## config.mk

```make
export PLATFORM = sky130hd
export DESIGN_NAME = apb_completer_regs
export DESIGN_NICKNAME = d
export VERILOG_FILES = /design/src/rtl/apb_completer_regs.sv
export SDC_FILE = /design/constraint.sdc
export NUM_CORES = 1
export LEC_CHECK = 0
export BUFFER_PORTS_ARGS = -buffer_cell sky130_fd_sc_hd__buf_2
export CAP_MARGIN = 20
export CORE_AREA = 2 2 434 436
export CTS_CLUSTER_DIAMETER = 100
export DETAILED_ROUTE_END_ITERATION = 6
export DIE_AREA = 0 0 436 438
export GPL_TIMING_DRIVEN = 0
export SYNTH_ARGS = -nofsm -noshare
export SYNTH_HDL_FRONTEND = slang
export SYNTH_SLANG_ARGS = --single-unit
```

## constraint.sdc

```tcl
create_clock -name PCLK -period 2.1 [get_ports PCLK]
set_clock_uncertainty 0.05 [all_clocks]
set_input_delay 0.42 -clock PCLK [delete_from_list [all_inputs] [get_ports PCLK]]
set_output_delay 0.42 -clock PCLK [all_outputs]
set_load 0.05 [all_outputs]
```

## src/rtl/apb_completer_regs.sv

```systemverilog
// APB4 completer fronting a bank of NUM_REGS memory-mapped registers with optional wait states,
// byte strobes, read-only registers and error response. Define APB_PARITY_EN for APB5 odd-parity checking.
module apb_completer_regs #(
   parameter int                  ADDR_WIDTH  = 12,
   parameter int                  DATA_WIDTH  = 32,
   parameter int                  NUM_REGS    = 16,
   parameter int                  WAIT_STATES = 0,
   parameter logic [NUM_REGS-1:0] RO_MASK     = '0
) (
   input  logic                           PCLK,
   input  logic                           PRESETn,
   input  logic [ADDR_WIDTH-1:0]          PADDR,
   input  logic [2:0]                     PPROT,
   input  logic                           PSEL,
   input  logic                           PENABLE,
   input  logic                           PWRITE,
   input  logic [DATA_WIDTH-1:0]          PWDATA,
   input  logic [DATA_WIDTH/8-1:0]        PSTRB,
   output logic                           PREADY,
   output logic [DATA_WIDTH-1:0]          PRDATA,
   output logic                           PSLVERR,
   input  logic [NUM_REGS*DATA_WIDTH-1:0] ro_in,
   output logic [NUM_REGS*DATA_WIDTH-1:0] reg_out,
`ifdef APB_PARITY_EN
   input  logic [(ADDR_WIDTH+7)/8-1:0]    PADDRCHK,
   input  logic [DATA_WIDTH/8-1:0]        PWDATACHK,
   output logic [DATA_WIDTH/8-1:0]        PRDATACHK,
   output logic                           PREADYCHK,
   output logic                           PSLVERRCHK,
   output logic                           parity_err,
`endif
   output logic [0:0]                     dbg_state
);

   localparam int NB = DATA_WIDTH / 8;
   localparam int BO = $clog2(NB);

   localparam logic [0:0] ST_IDLE   = 1'b0;
   localparam logic [0:0] ST_ACCESS = 1'b1;

   logic [0:0]                     state_q, state_d;
   logic [3:0]                     cnt_q, cnt_d;
   logic                           pready_q, pready_d;
   logic [DATA_WIDTH-1:0]          prdata_q, prdata_d;
   logic                           pslverr_q, pslverr_d;
   logic                           perr_q, perr_d;
   logic                           aperr_q, aperr_d;
   logic [NUM_REGS*DATA_WIDTH-1:0] regs_q, regs_d;

   logic [31:0]           idx;
   logic                  in_range;
   logic                  is_ro;
   logic [DATA_WIDTH-1:0] rd_val;
   logic                  addr_perr_c;
   logic                  data_perr_c;
   logic                  par_now;
   logic                  resp_err;
   logic [DATA_WIDTH-1:0] resp_data;
   logic                  unused_ok;

   always_comb begin
      idx      = 32'(PADDR) >> BO;
      in_range = (idx < 32'(NUM_REGS));
      is_ro    = 1'b0;
      rd_val   = '0;
      for (int i = 0; i < NUM_REGS; i++) begin
         if (idx == 32'(i)) begin
            is_ro  = RO_MASK[i];
            rd_val = RO_MASK[i] ? ro_in[i*DATA_WIDTH +: DATA_WIDTH]
                                : regs_q[i*DATA_WIDTH +: DATA_WIDTH];
         end
      end
   end

`ifdef APB_PARITY_EN
   localparam int AB  = (ADDR_WIDTH + 7) / 8;
   localparam int APW = AB * 8;

   logic [APW-1:0] paddr_pad;
   assign paddr_pad = APW'(PADDR);

   // Odd parity: a byte plus its check bit must hold an odd number of ones.
   always_comb begin
      addr_perr_c = 1'b0;
      data_perr_c = 1'b0;
      for (int k = 0; k < AB; k++) begin
         if (^{PADDRCHK[k], paddr_pad[k*8 +: 8]} == 1'b0) addr_perr_c = 1'b1;
      end
      for (int k = 0; k < NB; k++) begin
         if (^{PWDATACHK[k], PWDATA[k*8 +: 8]} == 1'b0) data_perr_c = 1'b1;
      end
   end

   always_comb begin
      PRDATACHK = '0;
      for (int k = 0; k < NB; k++) PRDATACHK[k] = ~^prdata_q[k*8 +: 8];
   end

   assign PREADYCHK  = ~pready_q;
   assign PSLVERRCHK = ~pslverr_q;
   assign parity_err = perr_q;
`else
   assign addr_perr_c = 1'b0;
   assign data_perr_c = 1'b0;
`endif

   // Address parity is only sampled in the setup cycle, so later decisions use the latched flag.
   assign par_now   = ((state_q == ST_IDLE) ? addr_perr_c : aperr_q) | (PWRITE & data_perr_c);
   assign resp_err  = ~in_range | (PWRITE & is_ro) | par_now;
   assign resp_data = (!PWRITE && !resp_err) ? rd_val : '0;

   always_comb begin
      state_d   = state_q;
      cnt_d     = cnt_q;
      pready_d  = 1'b0;
      prdata_d  = '0;
      pslverr_d = 1'b0;
      perr_d    = 1'b0;
      aperr_d   = aperr_q;
      regs_d    = regs_q;
      case (state_q)
         ST_IDLE: begin
            if (PSEL && !PENABLE) begin
               state_d = ST_ACCESS;
               cnt_d   = 4'(WAIT_STATES);
               aperr_d = addr_perr_c;
               if (WAIT_STATES == 0) begin
                  pready_d  = 1'b1;
                  prdata_d  = resp_data;
                  pslverr_d = resp_err;
                  perr_d    = par_now;
               end
            end
         end
         ST_ACCESS: begin
            if (!(PSEL && PENABLE)) begin
               state_d = ST_IDLE;
               cnt_d   = '0;
               aperr_d = 1'b0;
            end else if (!pready_q) begin
               cnt_d = cnt_q - 4'd1;
               if (cnt_q == 4'd1) begin
                  pready_d  = 1'b1;
                  prdata_d  = resp_data;
                  pslverr_d = resp_err;
                  perr_d    = par_now;
               end
            end else begin
               state_d = ST_IDLE;
               cnt_d   = '0;
               aperr_d = 1'b0;
               // The registered error already covers range, read-only and parity failures.
               if (PWRITE && !pslverr_q && in_range && !is_ro) begin
                  for (int i = 0; i < NUM_REGS; i++) begin
                     for (int k = 0; k < NB; k++) begin
                        if (idx == 32'(i) && PSTRB[k])
                           regs_d[i*DATA_WIDTH + k*8 +: 8] = PWDATA[k*8 +: 8];
                     end
                  end
               end
            end
         end
         default: begin
            state_d = ST_IDLE;
            cnt_d   = '0;
         end
      endcase
   end

   always_ff @(posedge PCLK or negedge PRESETn) begin
      if (!PRESETn) begin
         state_q   <= ST_IDLE;
         cnt_q     <= '0;
         pready_q  <= 1'b0;
         prdata_q  <= '0;
         pslverr_q <= 1'b0;
         perr_q    <= 1'b0;
         aperr_q   <= 1'b0;
         regs_q    <= '0;
      end else begin
         state_q   <= state_d;
         cnt_q     <= cnt_d;
         pready_q  <= pready_d;
         prdata_q  <= prdata_d;
         pslverr_q <= pslverr_d;
         perr_q    <= perr_d;
         aperr_q   <= aperr_d;
         regs_q    <= regs_d;
      end
   end

   assign PREADY    = pready_q;
   assign PRDATA    = prdata_q;
   assign PSLVERR   = pslverr_q;
   assign reg_out   = regs_q;
   assign dbg_state = state_q;
   assign unused_ok = ^{PPROT, perr_q};

endmodule

```

# Word level (Yosys, flattened, before mapping)
# Index checks and enable logic that the tools add are counted.
# totals
elab_cells,276
register_bits,552
latchBits,0
mem_bits_rw,0
n_memories,0
rom_bits,0
# classes
addsub,1
n_eq_ne,18
n_bitwise,3
n_lt_le_gt_ge,1
reduce_logical,139
muxes,44
shifts,0
div,0
mul,0
# ops
operator,n
32-bit two-way mux,21
5-bit AND reduction,64
10-bit by 4-bit equality test with 1-bit output (second input constant),8
1-bit logical AND,69
32-bit case mux with 2 select lines,1
10-bit by 3-bit equality test with 1-bit output (second input constant),4
32-bit logical NOT,1
10-bit by 2-bit equality test with 1-bit output (second input constant),2
1-bit two-way mux,14
4-bit two-way mux,3
10-bit by 1-bit equality test with 1-bit output (second input constant),1
10-bit by 5-bit < comparator with 1-bit output (second input constant),1
1-bit case mux with 2 select lines,4
4-bit case mux with 2 select lines,1
4-bit by 1-bit equality test with 1-bit output (second input constant),1
1-bit logical NOT,4
4-bit by 1-bit subtractor with 4-bit output (second input constant),1
3-bit inequality test (second input constant),1
2-bit by 1-bit inequality test with 1-bit output (second input constant),1
1-bit inverter,2
2-bit AND reduction,1
1-bit bitwise OR,1

# Depth between registers and ports, before layout
# logic_depth
ltp_word,22
mapped_depth,10
ltp_nobuf,7

# Least setup slack after synthesis
# OpenSTA, ideal clock, no wires.
# synth_path
path_kind,input -> register
start,input port PADDR[7]
end,register regs_q[385] (netlist: reg_out[385])
stages,7
required_time_ns,1.922
arrival_time_ns,2.185
setup_slack_ns,-0.263
cell_sequence,or4_1 clkbuf_1 or3_1 buf_4 nor2_4 nand2_2 mux2_1
# synth_via
elab_chain_len,3
elab_cells_between_ends,5
cone_classes,order compare (1); eq/ne (1); reduce/logical (3)
# synth_lines
element,line,source
start: declaration,12,"input logic [ADDR_WIDTH-1:0] PADDR,"
10-bit by 5-bit < comparator with 1-bit output / 10-bit by 4-bit equality test with 1-bit output (equally long branches),"63, 156",
1-bit logical AND (on tied branches),"153, 156",
5-bit AND reduction (no line) *,-,
end signal: assignment,188,regs_q <= regs_d;
end: declaration,48,"logic [NUM_REGS*DATA_WIDTH-1:0] regs_q, regs_d;"
# Every way passes the cells marked *; elsewhere a longest branch is shown, timed or not.
# A chain may end at the register's enable or synchronous reset.

# Final worst setup path
# layout_path
start,input port PADDR[3]
end,register prdata_q[9] (netlist: PRDATA[9])
# layout_via
elab_chain_len,22
elab_cells_between_ends,43
cone_classes,order compare (1); eq/ne (15); mux (22); bitwise (2); reduce/logical (3)
# layout_lines
element,line,source
32-bit logical NOT,67,if (idx == 32'(i)) begin
32-bit two-way mux (16 in a row),67,
32-bit two-way mux *,110,assign resp_data = (!PWRITE && !resp_err) ? rd_val : '0;
32-bit two-way mux,142,if (cnt_q == 4'd1) begin
32-bit two-way mux,140,end else if (!pready_q) begin
32-bit two-way mux,136,if (!(PSEL && PENABLE)) begin
32-bit case mux with 2 select lines *,121,case (state_q)
net prdata_d[9],44,"logic [DATA_WIDTH-1:0] prdata_q, prdata_d;"
end signal: assignment,184,prdata_q <= prdata_d;
end: declaration,44,
# The timed path passes the listed nets; every way through them passes the cells marked *.

==> results by group <==
Worst setup path
  – R2R cell count: 5
  – Worst-path cell chain: buf_4 -> and2_1 -> clkbuf_8 -> buf_8 -> a222oi_1 -> o21ai_1 -> a22oi_1 -> a211o_1 -> a221oi_2
  – CP Data Required Time: 2.56 ns
  – Crit-path slowest cell: a222oi_1
  – Crit path largest cell delay: around 1.2 ns
  – CP Capture Type: register
  – Worst Path Arrival: ~2.9 ns
  – Critical Path Fanout Max: 4
  – Crit start category: input port
  – WS Path Type: input port to register

Timing
  – Max Slew Vio Count: 0
  – Final setup vio count: 73
  – RSZ-0062 raised after global routing: yes
  – FMAX: 415 MHz
  – Setup tns final: -2.32 ns
  – Minimum clock period: 2.41 ns
  – Relative slew margins: roughly 1.5%
  – Slew at the pin with the worst max-slew slack: around 1.5 ns
  – Final period util: 115%
  – Hold Vio Cnt, Final: 0
  – Worst setup margin: -0.307 ns
  – Min Hold Slack: ~0.057 ns

Die
  – Core footprint: 0.187 mm^2
  – Die area: 0.191 mm^2
  – Ports: approximately 1,100
  – Die height: ~440 um
  – Die Wd: about 440 um
  – Starting Density: 13.8%
  – Num rows: 159

Detailed routing
  – Drt via density: between 4 and 5
  – Initial DRC count: 3,058
  – Drt first pass iters: 7
  – Routed WL per cell: 36.6 um
  – Drt drc: 1
  – Post-Route WL: 198 mm
  – Routed vias: about 24,000
  – Number of routed nets with antenna violations: 0

Global routing
  – Met3 Usage GRT: 7.43%
  – Largest net degree at the start of global routing: 123
  – Initial antenna violation count: 22
  – Grt ovf: 0
  – Met1 Resource Use GR: 19.0%
  – GRT Resource Usage Total: 19.8%
  – Met2 usage: ~34%
  – Gr busiest metal: met2
  – First-pass GRT wire length: 248 mm
  – Number of global-route vias before repair: 23,606

Placed design
  – Placed insts: 5,176
  – PortBufs: 596
  – Hpwl dp: 151 mm
  – Routability cong.: about 0.9
  – Dpl ws: -2.95 ns

Cells and area
  – Nets: 3,436
  – Finished Layout Cells: 5,418
  – Layout cells sized above 1: 58.3%
  – Synthesis-to-finish area growth: 50.7%

Worst hold path
  – Hold Path Cell Cnt: 2
  – Tightest Hold Check Type: input port to register

Outcome
  – Status: finished, violations left
  – Failing checks: DRC, setup timing

Yosys
  – Multiplexer area fraction after synthesis: 27.0%
  – Seq/Total Area, Yosys: 53.6%
  – Syn Nets: about 2,600
  – Synth Area in Adders: 0.0973%
  – Top FF cell, synth: dfrtp_1
  – Synth Register Bits: 551
  – Simple-Gate Fraction of Synth Area: 6.29%
  – Synth warn: 0
  – Synth cell types: 67
  – Async SR Flop Fraction: 100%
  – Post-synth EDFFs: 0
  – Avg Cell Area, Syn: 12.7 um^2
  – Synthesized instance count: 2,031
  – Post-Synth XOR/XNOR Area: 0%
  – Post-Synthesis Cell Area: approximately 0.026 mm^2
  – Synth Area in Compound Gates: 10.6%
  – Largest family of logic cells by synthesized area: multiplexers

Clock network
  – Clk Latency, worst-skew pair: 0.65 ns
  – CTS Buf Count: 54
  – TritonCTS clock tree: built
  – H-tree levels: 2
  – Clock buffer depth: 3
  – CTS clock-pin slew for the worst setup and hold paths: 0.07 ns
  – Root buffer cell: clkbuf_16
  – Sink Count: 551

Flow run
  – Max_cap viols: 0

Pwr
  – Leak: 0.0189 uW
  – Cell Pwr Density: 606 mW/mm^2
  – VDD IR max: 0.550 mV
==> path summary, 6_finish.rpt <==
| path | slack, ns | start | end |
|---|---|---|---|
| worst min-delay path | 0.06 | PWDATA[27] | reg_out[283] |
| worst max register to register | -0.28 | reg_out[105] | PRDATA[9] |
| max in group asynchronous | 0.38 | PRESETn | reg_out[0] |
| worst max-delay path | -0.31 | PADDR[3] | PRDATA[9] |
| worst min register to register | 0.47 | reg_out[126] | reg_out[126] |
| min in group asynchronous | 0.59 | PRESETn | reg_out[53] |
==> synth_stat cells (all sizes together) (14+ instances only) <==
master,number,area (um^2)
o2bb2ai,14,123
mux2i,52,521
nand3,26,130
nor2b,15,93.8
a31oi,25,156
nor3,19,110
a2bb2oi,15,131
dfrtp,551,13800
o22ai,26,163
o21ai,102,510
mux2,530,5970
a22oi,19,143
mux4,20,450
buf,44,229
o211ai,30,225
nor2,98,418
clkbuf,94,353
a221oi,36,315
nand2,134,596
a21oi,40,200
==> worst max-delay path: cells and delay by family <==
kind                   cells  cell delay, ns
AOI/OAI and AO/OA          5            1.83
buffers and inverters      3            0.43
and+or+nand+nor            1            0.15
==> metal layers <==
layer  vias up  part of all wire, %
met5         -                0.075
met1     12647                   31
met2      1769                   48
met4        12                   11
li1       9327                    -
met3       631                   10
==> repair_timing <==
item,4_1_cts,5_1_grt
buffers inserted,93,35
setup endpoints to repair,546,707
hold buffers,5,1
gates cloned,5,3
endpoints found under the hold margin,176,38
pin swaps,51,26
gates resized for setup,444,87
==> power breakdown <==
group | switching (uW) | internal [uW] | total [uW]
sequential | 14.2 | 10600 | 10600
combinational | 1710 | 579 | 2290
clock | 4660 | 5930 | 10600
total | 6380 | 17100 | 23500
==> cells by family after synthesis <==
| logic type | after synthesis |
|---|---|
| AOI/OAI and AO/OA | 396 |
| adders and majority gates | 2 |
| buffers and inverters | 148 |
| DFF | 551 |
| muxes | 602 |
| and+or+nand+nor | 332 |
==> sequential cells by signal, summed over array words and instances, names as in the netlist <==
signal / cells
reg_out: 512
cnt_q: 4
dbg_state: 1
PREADY: 1
PSLVERR: 1
PRDATA: 32
==> metrics by stage <==
step	util [%]	area [um^2]	power, uW
4_1_cts	20.5	38200	23400
3_5_place_dp	17.7	33100	12800
6_report	20.8	38800	23500
3_3_place_gp	17.2	32000	12600
2_1_floorplan	-	25900	11400
5_1_grt	20.8	38700	23900
==> cells in the final DEF (no fill, tap or decap), types with 15 or more instances in the layout <==
cell type / instances
buf_2: 597
dfrtp_1: 548
mux2_2: 507
o21ai_0: 78
buf_4: 76
nor2_1: 74
nand2_1: 70
clkbuf_16: 62
buf_12: 57
mux2i_1: 49
buf_8: 48
clkbuf_1: 46
nand2_8: 46
a21oi_1: 37
buf_6: 36
o211ai_1: 30
a221oi_1: 26
o22ai_1: 25
a31oi_1: 23
mux2_4: 23
buf_16: 20
mux4_2: 20
a22oi_1: 19
nor2_4: 18
nand3_4: 17
diode_2: 16
clkbuf_2: 16
clkbuf_8: 15
==> area by class of cell <==
type | count | area (um^2)
Multi-Input combinational cell | 1332 | 13000
Timing Repair Buffer | 788 | 5770
Clock buffer | 72 | 1550
Fill cell | 20335 | 148000
Sequential cell | 551 | 13800
Clock inverter | 25 | 295
Buffer | 129 | 1190
Inverter | 10 | 45.0
Antenna cell | 16 | 40.0
Tap cell | 2495 | 3120
Note: power is estimated with default switching activity, not from simulation.
